File: src/rtl/edge_detector_multi.sv
`default_nettype none
// ============================================================================
// Module   : edge_detector_multi
// Purpose  : Multi-channel synchronising, debouncing edge detector for
//            asynchronous inputs such as strobes, buttons and status pins.
//            Each channel has a synchroniser chain and a stability filter.
//            It produces rising/falling pulses of the filtered level, and a
//            mode-selected event that drives a sticky flag and a saturating
//            counter. irq is the OR of all sticky flags.
// Ports    : clk     - clock
//            rst_n   - asynchronous active-low reset
//            in      - raw asynchronous inputs, bit i = channel i
//            mode    - per-channel event select [2i+1:2i]
//                      (00 none, 01 rise, 10 fall, 11 both)
//            clear   - synchronous clear of channel sticky flag and counter
//            level   - filtered level per channel
//            out_re  - one-cycle rising pulse of the filtered level
//            out_fe  - one-cycle falling pulse of the filtered level
//            flag    - sticky flag, a selected event occurred since clear
//            count   - saturating event count, CNT_W bits per channel
//            irq     - OR of all flag bits
// Revision : 1.0 - initial release
// ============================================================================
module edge_detector_multi #(
  parameter int CHANNELS      = 4,
  parameter int SYNC_STAGES   = 2,
  parameter int FILTER_CYCLES = 4,
  parameter int CNT_W         = 8
) (
  input  logic                      clk,
  input  logic                      rst_n,
  input  logic [CHANNELS-1:0]       in,
  input  logic [2*CHANNELS-1:0]     mode,
  input  logic [CHANNELS-1:0]       clear,
  output logic [CHANNELS-1:0]       level,
  output logic [CHANNELS-1:0]       out_re,
  output logic [CHANNELS-1:0]       out_fe,
  output logic [CHANNELS-1:0]       flag,
  output logic [CNT_W*CHANNELS-1:0] count,
  output logic                      irq
);

  // One extra bit keeps the counter well-formed when FILTER_CYCLES is 1.
  localparam int             FC_W       = $clog2(FILTER_CYCLES) + 1;
  localparam logic [FC_W-1:0] C_FC_LAST = FC_W'(FILTER_CYCLES - 1);
  localparam logic [CNT_W-1:0] C_CNT_MAX = {CNT_W{1'b1}};

  logic [CHANNELS-1:0] r_filt;
  logic [CHANNELS-1:0] r_filt_d;
  logic [CHANNELS-1:0] r_flag;
  logic [CHANNELS-1:0] w_ev;

  generate
    for (genvar i = 0; i < CHANNELS; i++) begin : g_ch
      logic [SYNC_STAGES-1:0] r_sync;
      logic [FC_W-1:0]        r_fc;
      logic [CNT_W-1:0]       r_cnt;
      logic                   w_s;

      assign w_s = r_sync[SYNC_STAGES-1];

      // Plain shift chain, no logic between stages.
      always_ff @(posedge clk or negedge rst_n) begin
        if (!rst_n) begin
          r_sync <= '0;
        end else begin
          r_sync <= {r_sync[SYNC_STAGES-2:0], in[i]};
        end
      end

      // The filtered level only follows the synchronised input after it
      // has disagreed for FILTER_CYCLES consecutive cycles. Any agreement
      // in between restarts the count, so short glitches are dropped.
      always_ff @(posedge clk or negedge rst_n) begin
        if (!rst_n) begin
          r_fc       <= '0;
          r_filt[i]  <= 1'b0;
        end else if (w_s == r_filt[i]) begin
          r_fc       <= '0;
        end else if (r_fc == C_FC_LAST) begin
          r_filt[i]  <= w_s;
          r_fc       <= '0;
        end else begin
          r_fc       <= r_fc + 1'b1;
        end
      end

      always_ff @(posedge clk or negedge rst_n) begin
        if (!rst_n) begin
          r_filt_d[i] <= 1'b0;
        end else begin
          r_filt_d[i] <= r_filt[i];
        end
      end

      assign out_re[i] = r_filt[i] & ~r_filt_d[i];
      assign out_fe[i] = ~r_filt[i] & r_filt_d[i];
      assign w_ev[i]   = (mode[2*i] & out_re[i]) | (mode[2*i+1] & out_fe[i]);

      // An event coinciding with clear wins, so no event is ever lost.
      always_ff @(posedge clk or negedge rst_n) begin
        if (!rst_n) begin
          r_flag[i] <= 1'b0;
        end else if (w_ev[i]) begin
          r_flag[i] <= 1'b1;
        end else if (clear[i]) begin
          r_flag[i] <= 1'b0;
        end
      end

      // Clear restarts the count; a coincident event is counted as the first.
      always_ff @(posedge clk or negedge rst_n) begin
        if (!rst_n) begin
          r_cnt <= '0;
        end else if (clear[i]) begin
          r_cnt <= w_ev[i] ? CNT_W'(1) : '0;
        end else if (w_ev[i] && (r_cnt != C_CNT_MAX)) begin
          r_cnt <= r_cnt + 1'b1;
        end
      end

      assign count[CNT_W*i +: CNT_W] = r_cnt;
    end
  endgenerate

  assign level = r_filt;
  assign flag  = r_flag;
  assign irq   = |r_flag;

endmodule
`default_nettype wire

File: config.mk
export PLATFORM = sky130hd
export DESIGN_NAME = edge_detector_multi
export DESIGN_NICKNAME = d
export VERILOG_FILES = /design/src/rtl/edge_detector_multi.sv
export SDC_FILE = /design/constraint.sdc
export NUM_CORES = 1
export LEC_CHECK = 0
export ABC_AREA = 1
export CORE_MARGIN = 2
export CORE_UTILIZATION = 46
export DETAILED_ROUTE_END_ITERATION = 16
export GPL_ROUTABILITY_DRIVEN = 0
export PLACE_DENSITY_LB_ADDON = 0.3
export SETUP_SLACK_MARGIN = 0.1
export SYNTH_ARGS = -nofsm -noshare
export SYNTH_HDL_FRONTEND = slang
export SYNTH_SLANG_ARGS = --single-unit
export TNS_END_PERCENT = 30
File: constraint.sdc
create_clock -name clk -period 1.15 [get_ports clk]
set_input_delay 0.115 -clock clk [delete_from_list [all_inputs] [get_ports clk]]
set_output_delay 0.115 -clock clk [all_outputs]
set_load 0.01 [all_outputs]
==> reports/metrics.csv, run 1 <==
metric,value,unit
synth_xor_area_share,1.923,%
io_pins,67,
cp_slowest_cell,dfrtp_1,
slowest_delay,0.37,ns
port-buffer-count,66,
design_area,5250,sq um
crit_arrival,1.49,ns
synth_top_family_by_area,simple AND/OR/NAND/NOR gates,
fin_crit_sh,110.6,%
hold_violations,0,
cts_inserted_buffers,9,
synthCells,389,
drtIter0Drc,181,
syn_area,3188,sq um
p_leak,2.657,nW
num_rows,30,
p_total,11.06,mW
viasPerCell,5.205,
postRouteAntennaNets,0,
ys_warn_count,0,
syn_avg_cell_area,8.196,sq um
required,1.37,ns
synthTopCellsByArea,"dfrtp_1 (50%), nand2_1 (11%), nand3_1 (9.4%)",
track_usage,23.15,%
synth.distinct_cells,29,
wl,9013,um
synth_top_area_share,50.24,%
yosys.area_share.simple,30.69,%
clk_path_buf_depth,2,
finClkSkew,0.01288,ns
hold_depth,1,
first_global_vias,3075,
path_cells,"ha_2, nand2_2, nor2_2, nand2_2, nand2_4, inv_4, nand2_1, nand3_1",
synth_top_cell_by_area,dfrtp_1,
end_kind,register,
start_kind,register,
die-width,87.25,um
r2r_setup_slack,-0.12,ns
clock_sinks,64,
grt-ovfl-total,0,
rsz0062_at_grt,true,
ys_seq_elements,64,
grt_pass1_wl,13770,um
violations,setup timing,
synth_nets,415,
syn_to_final_growth,64.68,%
clkSlewWorstSetupHoldPaths,0.07,ns
reg2reg_to,g_ch[1].r_cnt[0]$_DFFE_PN0P_,
powerDensity,2107,nW/um^2
outcome,finished with violations,
layout_setup_ws,-0.1224,ns
design.core.area,6756,sq um
h-tree-depth,3,
wire_per_inst,14.10,um
antenna_found_initial,0,
start_util,47.19,%
grt_max_degree,65,
nets,580,
worst_pin_slew,0.3632,ns
cts_root_buf,clkbuf_8,
slew_violations,0,
ys_seq_area_share,50.24,%
dpl-instance-area,4393,sq um
drive_above_1_share,45.80,%
synth.area.mux_share,0,%
num_vias,3326,
synthAdderAreaFrac,3.140,%
synth-compound-area-share,6.986,%
hp-class,in -> reg,
fmaxAchievable,785.9,MHz
cp_max_fo,5,
holdPathEnd,g_ch[2].r_sync[0]$_DFF_PN0_,
maxSlewHeadroom,75.79,%
setup_viol,46,
path_class,reg -> reg,
ir_drop,0.001624,V
min_from,in[2],
die_area,7613,sq um
drt_pass1_iterations,4,
maxCapViolCount,0,
reg2reg_from,g_ch[1].r_cnt[1]$_DFFE_PN0P_,
drcViolationCount,0,
fin_crit,1.272,ns
cts_tree,done,
dieHeight,87.25,um
clk_latency,0.34,ns
post-dp-hpwl,5283,um
reg2reg_depth,8,
num_antenna_cells,0,
crit_top_cell,nand2_2,
## critical path: cells and delay by family, from the launching register on
kind	cells	cell delay [ns]
adder cells (fa/ha/maj)	1	0.22
buffers and inverters	1	0.05
flip-flops	1	0.37
AND/OR/NAND/NOR	6	0.51
## cell families after synthesis
kind of cell | count (synthesis)
xor gates and xnor gates | 7
adders and majority gates | 8
and+or+nand+nor | 214
DFF | 64
buffers and inverters | 58
AOI/OAI and AO/OA | 38
## synth_stat cells
library cell   n
nand3b_1       2
a21oi_2        1
a21oi_1       15
clkinv_1       3
nand2_2        3
nand3_1       60
nand2_4        4
dfrtp_1       64
inv_4          1
a21o_1         1
nor3b_1        4
nand3_2        2
xnor2_1        4
nor3_1         8
nor2_4         2
xor2_1         3
inv_2          3
ha_1           8
buf_2          3
a21o_2         1
o21ai_1        1
inv_1         47
nand4_1        1
clkbuf_1       1
nor2_1        36
nand2_1       92
o211ai_1       4
o21ai_0       10
o21bai_1       5
## how the worst max path moves through the flow
stage                                       startpoint                            to  slack, ns  depth (start not counted)
final                     g_ch[1].r_cnt[1]$_DFFE_PN0P_  g_ch[1].r_cnt[0]$_DFFE_PN0P_      -0.12                          8
after global routing      g_ch[2].r_cnt[3]$_DFFE_PN0P_  g_ch[2].r_cnt[5]$_DFFE_PN0P_      -0.21                          8
after CTS                 g_ch[2].r_cnt[0]$_DFFE_PN0P_  g_ch[2].r_cnt[3]$_DFFE_PN0P_      -0.11                          8
after detailed placement                       mode[4]  g_ch[2].r_cnt[7]$_DFFE_PN0P_      -0.18                          8
after global placement                         mode[4]  g_ch[2].r_cnt[7]$_DFFE_PN0P_      -0.13                          8
after floorplan           g_ch[1].r_cnt[0]$_DFFE_PN0P_  g_ch[1].r_cnt[3]$_DFFE_PN0P_      -0.13                          8
## flip-flops by register name, indices dropped and copies added, names as in the netlist
register and flops:
g_ch.r_cnt 32, g_ch.r_fc 12, g_ch.r_sync 8, flag 4, level 4, r_filt_d 4
## report_power, final
group,leakage (nW),internal [mW],switching (mW),total (mW)
sequential,0.827,2.78,0.421,3.20
clock,0.106,1.28,0.906,2.18
combinational,1.72,2.98,2.70,5.68
total,2.66,7.04,4.02,11.1
## layout make-up
type                       count  area (sq um)
tap                           80         100.1
inverter                      54         227.7
timing repair buffer         155          1286
multi-input combinational    270          1812
clock buffer                  11         141.4
fill                         453          1506
sequential                    64          1603
clock inverter                 5         80.08
## per-layer routing
| metal | up-vias | track usage, % | wire length, um |
|---|---|---|---|
| li1 | 1600 | - | - |
| met1 | 1575 | 29.35 | 3754 |
| met2 | 130 | 38.50 | 4651 |
| met3 | 21 | 5.024 | 427 |
| met4 | 0 | 9.231 | 180 |
| met5 | - | 0 | 0 |
## stage by stage
stage,setup TNS [ns],setup slack [ns],std cells,util [%],hold slack (ns)
after floorplan,-2.969,-0.1253,389,-,-0.1806
after global placement,-3.064,-0.1334,589,65.02,0.1585
after detailed placement,-4.279,-0.1843,589,65.02,0.1604
after CTS,-2.759,-0.1063,633,73.31,0.2075
after global routing,-6.439,-0.2072,639,77.70,0.2193
final,-3.694,-0.1224,639,77.70,0.2132
## cell usage in the layout (no fill, tap or decap), types with 5 or more instances in the layout
| cell type | netlist | final |
|---|---|---|
| buf_4 | 0 | 64 |
| nand2_1 | 92 | 68 |
| o21ai_0 | 10 | 5 |
| inv_4 | 1 | 8 |
| nand3_4 | 0 | 5 |
| buf_2 | 3 | 33 |
| nor3_2 | 0 | 5 |
| nor2_2 | 0 | 6 |
| nand3_2 | 2 | 17 |
| nand3_1 | 60 | 40 |
| nand2_4 | 4 | 8 |
| a21oi_1 | 15 | 12 |
| nor2_1 | 36 | 28 |
| dfrtp_1 | 64 | 63 |
| o21bai_1 | 5 | 5 |
| inv_2 | 3 | 5 |
| buf_6 | 0 | 40 |
| nand2_2 | 3 | 23 |
| clkdlybuf4s50_1 | 0 | 16 |
| clkbuf_8 | 0 | 10 |
| inv_1 | 47 | 37 |
| o21ai_1 | 1 | 6 |
## repair_timing
action / CTS / global route
setup endpoints to repair: 87 / 82
setup buffers: 28 / 5
pin swaps: 25 / 34
cloned: 2 / 1
endpoints found under the hold margin: 64 / 0
hold buffers: 1 / 0
gates resized for setup: 273 / 66
Power figures use the tool's default switching activity.
==> inputs of run 2 (changes only) <==
clock period = 1.1 ns   (was 1.15 ns; I/O delays follow)
==> run 2 against run 1 <==
- combinational power rose by 9.9%
- sequential share of layout area fell by 0.80 points
- non-clock buffer count rose by 15
- maximum frequency fell by 2.1%
- global-route usage rose by 0.76 points
- final area rose by 2.7%
- clock skew fell by 0.0020 ns
- clock power rose by 6%
- the flow still finishes with violations (setup timing)
- cell count rose by 2.2%
- routed wire length rose by 8.0%
- clock-buffer cell count rose by 1
- sequential power rose by 5%
==> reports/metrics.csv, run 2 (synthesis results as in run 1) <==
metric,value,unit
outcome,finished with violations,
violations,setup timing,
top_register,g_ch.r_cnt,
ir_drop,0.001863,V
clock_sinks,64,
min_from,in[2],
fmaxAchievable,769.2,MHz
drive_above_1_share,48.52,%
reg2reg_from,g_ch[2].r_cnt[0]$_DFFE_PN0P_,
path_cells,"ha_2, nand2_2, nor2_4, nand2_2, nand2_4, buf_6, nand3_1, nand2_1",
cts_tree,done,
grt_pass1_wl,14380,um
cts_root_buf,clkbuf_8,
num_rows,30,
setup_tns,-6.949,ns
drt_pass1_iterations,5,
grt-ovfl-total,0,
num_vias,3431,
r2r_setup_slack,-0.20,ns
wl,9736,um
path_class,reg -> reg,
design.core.area,6756,sq um
drcViolationCount,0,
viasPerCell,5.254,
seqCellArea,1603,sq um
io_pins,67,
powerDensity,2205,nW/um^2
multi_input_area,1831,sq um
crit_top_cell,nand2_2,
finClkSkew,0.01087,ns
most-common-layout-cells,"buf_4 (76), nand2_1 (63), dfrtp_1 (63)",
setup_viol,57,
fin_crit_sh,118.2,%
reg_top3,"g_ch.r_cnt: 32 flops, g_ch.r_fc: 12 flops, g_ch.r_sync: 8 flops",
port-buffer-count,66,
clk_path_buf_depth,2,
die_area,7613,sq um
largest_register_ffs,32,
end_kind,register,
crit_arrival,1.53,ns
antenna_found_initial,0,
grt_max_degree,65,
slew_violations,0,
cts_inserted_buffers,9,
start_kind,register,
required,1.33,ns
hold_depth,1,
cp-startpoint,g_ch[2].r_cnt[0]$_DFFE_PN0P_,
first_global_vias,3226,
rsz0062_at_grt,true,
hp-class,in -> reg,
clkSlewWorstSetupHoldPaths,0.07,ns
holdPathEnd,g_ch[2].r_sync[0]$_DFF_PN0_,
layout_commonest_cell,buf_4,
syn_to_final_growth,69.11,%
reg2reg_depth,8,
drtIter0Drc,183,
slowest_delay,0.40,ns
reg2reg_to,g_ch[2].r_cnt[6]$_DFFE_PN0P_,
clk_latency,0.34,ns
die-width,87.25,um
cp_max_fo,6,
layout_setup_ws,-0.2000,ns
track_usage,23.91,%
h-tree-depth,3,
fillers,410,
post-dp-hpwl,5196,um
maxSlewHeadroom,74.62,%
nets,595,
hold_violations,0,
wire_per_inst,14.91,um
start_util,47.19,%
worst_pin_slew,0.3803,ns
fin_crit,1.300,ns
num_antenna_cells,0,
p_leak,2.749,nW
final_util,79.80,%
maxCapViolCount,0,
dieHeight,87.25,um
postRouteAntennaNets,0,
cp_slowest_cell,dfrtp_1,
run 2: cell count changes in the layout (fill, tap and decap cells not counted), sizes merged:
cell,delta
buf,+15
clkbuf,+1
clkinvlp,-2
run 2: cell type report:
class,instances,share of cell area (%)
clock inverters,3,1.207
inverters,54,4.224
multi-input cells,270,33.95
repair buffers,170,26.15
flip-flops and latches,64,29.73
well taps,80,1.857
clock buffers,12,2.878
run 2: critical path: cells and delay by family (launching register included):
family / cells / cell delay [ns]
DFF: 1 / 0.40
and+or+nand+nor: 6 / 0.45
buffers and inverters: 1 / 0.13
adders and majority gates: 1 / 0.21
run 2: how the worst max path moves through the flow:
| stage | to | depth (start not counted) |
|---|---|---|
| 2_1_floorplan | g_ch[1].r_cnt[3]$_DFFE_PN0P_ | 8 |
| 3_3_place_gp | g_ch[2].r_cnt[7]$_DFFE_PN0P_ | 8 |
| 3_5_place_dp | g_ch[2].r_cnt[7]$_DFFE_PN0P_ | 8 |
| 4_1_cts | g_ch[2].r_cnt[7]$_DFFE_PN0P_ | 9 |
| 5_1_grt | g_ch[1].r_cnt[4]$_DFFE_PN0P_ | 8 |
| 6_report | g_ch[2].r_cnt[6]$_DFFE_PN0P_ | 8 |
run 2: power by group:
| group | internal (mW) | leakage [nW] | switching (mW) |
|---|---|---|---|
| Sequential | 2.90 | 0.826 | 0.454 |
| Combinational | 3.33 | 1.81 | 2.91 |
| Clock | 1.39 | 0.112 | 0.911 |
run 2: layer usage:
metal  vias up  wire length, um  track usage, %
met3        26              496           3.886
met5         -                0               0
li1       1638                -               -
met2       147             5065           40.77
met4         0              200           10.77
met1      1620             3973           29.70
run 2: repair_timing:
action / 4_1_cts / 5_1_grt
hold endpoints to repair: 64 / 0
endpoints found under the setup margin: 93 / 98
cloned: 2 / 1
pin swaps: 25 / 32
resized for setup: 270 / 82
buffers inserted: 32 / 6
hold buffers: 1 / 0
run 2: per-stage QoR:
step | std cells | instance area [sq um] | hold slack, ns | setup WS, ns | power, mW
2_1_floorplan | 389 | 3208 | -0.1856 | -0.1753 | 5.122
4_1_cts | 647 | 5034 | 0.2001 | -0.1570 | 11.07
6_report | 653 | 5391 | 0.2053 | -0.2000 | 11.89
3_5_place_dp | 600 | 4476 | 0.1526 | -0.2075 | 7.605
5_1_grt | 653 | 5391 | 0.2105 | -0.2497 | 12.51
3_3_place_gp | 600 | 4476 | 0.1534 | -0.1781 | 7.499
==> RTL change, RTL diff (flow settings as in run 2) <==
Set the parameter `FILTER_CYCLES` to 8 (it was 4).
--- a/src/rtl/edge_detector_multi.sv
+++ b/src/rtl/edge_detector_multi.sv
@@ -24,7 +24,7 @@
 module edge_detector_multi #(
   parameter int CHANNELS      = 4,
   parameter int SYNC_STAGES   = 2,
-  parameter int FILTER_CYCLES = 4,
+  parameter int FILTER_CYCLES = 8,
   parameter int CNT_W         = 8
 ) (
   input  logic                      clk,
Function: changed (Yosys sat finds a counterexample within 10 cycles, from zero or initial values and one cycle with rst_n low).
==> RTL change against run 2 <==
The run still ends with setup timing left; cell count is 5.7% higher; clock skew fell by 0.0021 ns; setup slack improved by 0.013 ns; global-route usage shrank 0.24 points; largest cell class unchanged; power decreased by 17%; cell area rose by 2.3%; area after synthesis rose by 6.4%; wire length decreased by 0.48%; sequential cell count rose by 4; non-clock buffer count is 3 lower; via count is 2.0% higher; sequential share of layout area up 1.2 points.
==> RTL change: results (changes against run 2) <==
per-cell routed wire length -> 14.0 um (was 14.9 um)
top flop regs -> g_ch.r_cnt (32), g_ch.r_fc (16), g_ch.r_sync (8) (was g_ch.r_cnt (32), g_ch.r_fc (12), g_ch.r_sync (8))
status -> finished with violations (unchanged)
DRT Pass-1 Iters -> 5 (unchanged)
global-route wire length before repair -> 15.8 mm (was 14.4 mm)
Layout Nets -> 612 (was 595)
DRT iter0 DRCs -> 159 (was 183)
Synth area leaders -> dfrtp_1 50%, nand2_1 9.5%, nand3_1 9.2% (was dfrtp_1 50%, nand2_1 11%, nand3_1 9.4%)
Post-synth ARST share -> 1.00 (unchanged)
setup violators final -> 57 (unchanged)
Hold EP -> g_ch[0].r_sync[0]$_DFF_PN0_ (was g_ch[2].r_sync[0]$_DFF_PN0_)
largest net degree at the start of global routing -> 69 (was 65)
violated checks -> setup timing (unchanged)
crit path from -> g_ch[1].r_cnt[0]$_DFFE_PN0P_ (was g_ch[2].r_cnt[0]$_DFFE_PN0P_)
register area share after synthesis -> 0.502 (about the same)
Netlist cell types -> 26 (was 29)
share of layout cells above drive strength 1 -> 0.464 (was 0.485)
cell family with most CP delay -> flip-flops (was simple AND/OR/NAND/NOR gates)
LEAKAGE -> 2.82 nW (was 2.75 nW)
worst-margin pin slew -> 0.369 ns (was 0.380 ns)
initial antenna violation count -> 0 (unchanged)
layout filler cell count -> 463 (was 410)
HP Start -> in[0] (was in[2])
Vias -> 3500 (was 3431)
Num CTS Buffers -> 9 (unchanged)
Critical Path AT -> 1.56 ns (was 1.53 ns)
CTS Root Cell -> clkbuf_8 (unchanged)
placed wire-length estimate -> 5.88 mm (was 5.20 mm)
CP max stage delay -> 0.37 ns (was 0.40 ns)
Max FO, Critical Path -> 3 (was 6)
Mapped Nets -> 434 (was 415)
Peak VDD IR -> 1110 uV (was 1860 uV)
Place WS -> -0.271 ns (was -0.207 ns)
cts-stage hold buffer count -> 1 (unchanged)
Worst Skew -> 0.00875 ns (was 0.0109 ns)
number of setup buffers added after CTS -> 25 (was 32)
Worst Setup EP -> g_ch[1].r_cnt[4]$_DFFE_PN0P_ (was g_ch[2].r_cnt[6]$_DFFE_PN0P_)
most common library cells after synthesis -> 86 x nand2_1, 68 x dfrtp_1, 62 x nand3_1 (was 92 x nand2_1, 64 x dfrtp_1, 60 x nand3_1)
post_cts resized -> 269 (was 270)
hold depth -> 1 (unchanged)
final setup margin -> -0.187 ns (was -0.200 ns)
reg2reg path depth -> 7 (was 8)
Tot GR Track Use -> 0.237 (was 0.239)
RTL change: through the flow:
| step | cell area [um2] | util | TNS [ns] | hold WS, ns | instances |
|---|---|---|---|---|---|
| after global placement | 4780 | 0.666 | -4.76 | 0.159 | 643 |
| final | 5510 | 0.768 | -5.19 | 0.208 | 690 |
| after CTS | 5320 | 0.741 | -4.56 | 0.191 | 688 |
| after floorplan | 3450 | - | -4.76 | -0.186 | 408 |
| after global routing | 5510 | 0.768 | -8.60 | 0.186 | 690 |
| after detailed placement | 4780 | 0.666 | -6.37 | 0.162 | 643 |
RTL change: routing by layer:
layer | GRT usage | share of wire | vias to the layer above
met2 | 0.420 | 0.52 | 130
met4 | 0.0846 | 0.021 | 0
li1 | - | - | 1672
met3 | 0.0461 | 0.049 | 24
met5 | 0 | 0 | -
met1 | 0.288 | 0.41 | 1674
RTL change: cell families after synthesis:
family | synth area share
AND/OR/NAND/NOR | 0.305
adder cells (fa/ha/maj) | 0.0295
buffers and inverters | 0.0609
AO/OA/AOI/OAI | 0.0587
XOR/XNOR | 0.0439
flip-flops | 0.502
RTL change: cell type report:
| type | instances | area, um2 | share of cell area |
|---|---|---|---|
| multi-input combinational | 289 | 1920 | 0.348 |
| sequential | 68 | 1700 | 0.309 |
| timing repair buffer | 167 | 1340 | 0.242 |
| inverter | 51 | 209 | 0.0379 |
| clock buffer | 9 | 124 | 0.0225 |
| tap | 99 | 124 | 0.0225 |
| clock inverter | 7 | 98.8 | 0.0179 |
RTL change: where the power goes:
group	internal, mW	switching, mW	leakage (nW)
sequential	2.97	0.405	0.903
clock	1.29	1.06	0.110
combinational	2.09	2.03	1.81
total	6.36	3.49	2.82
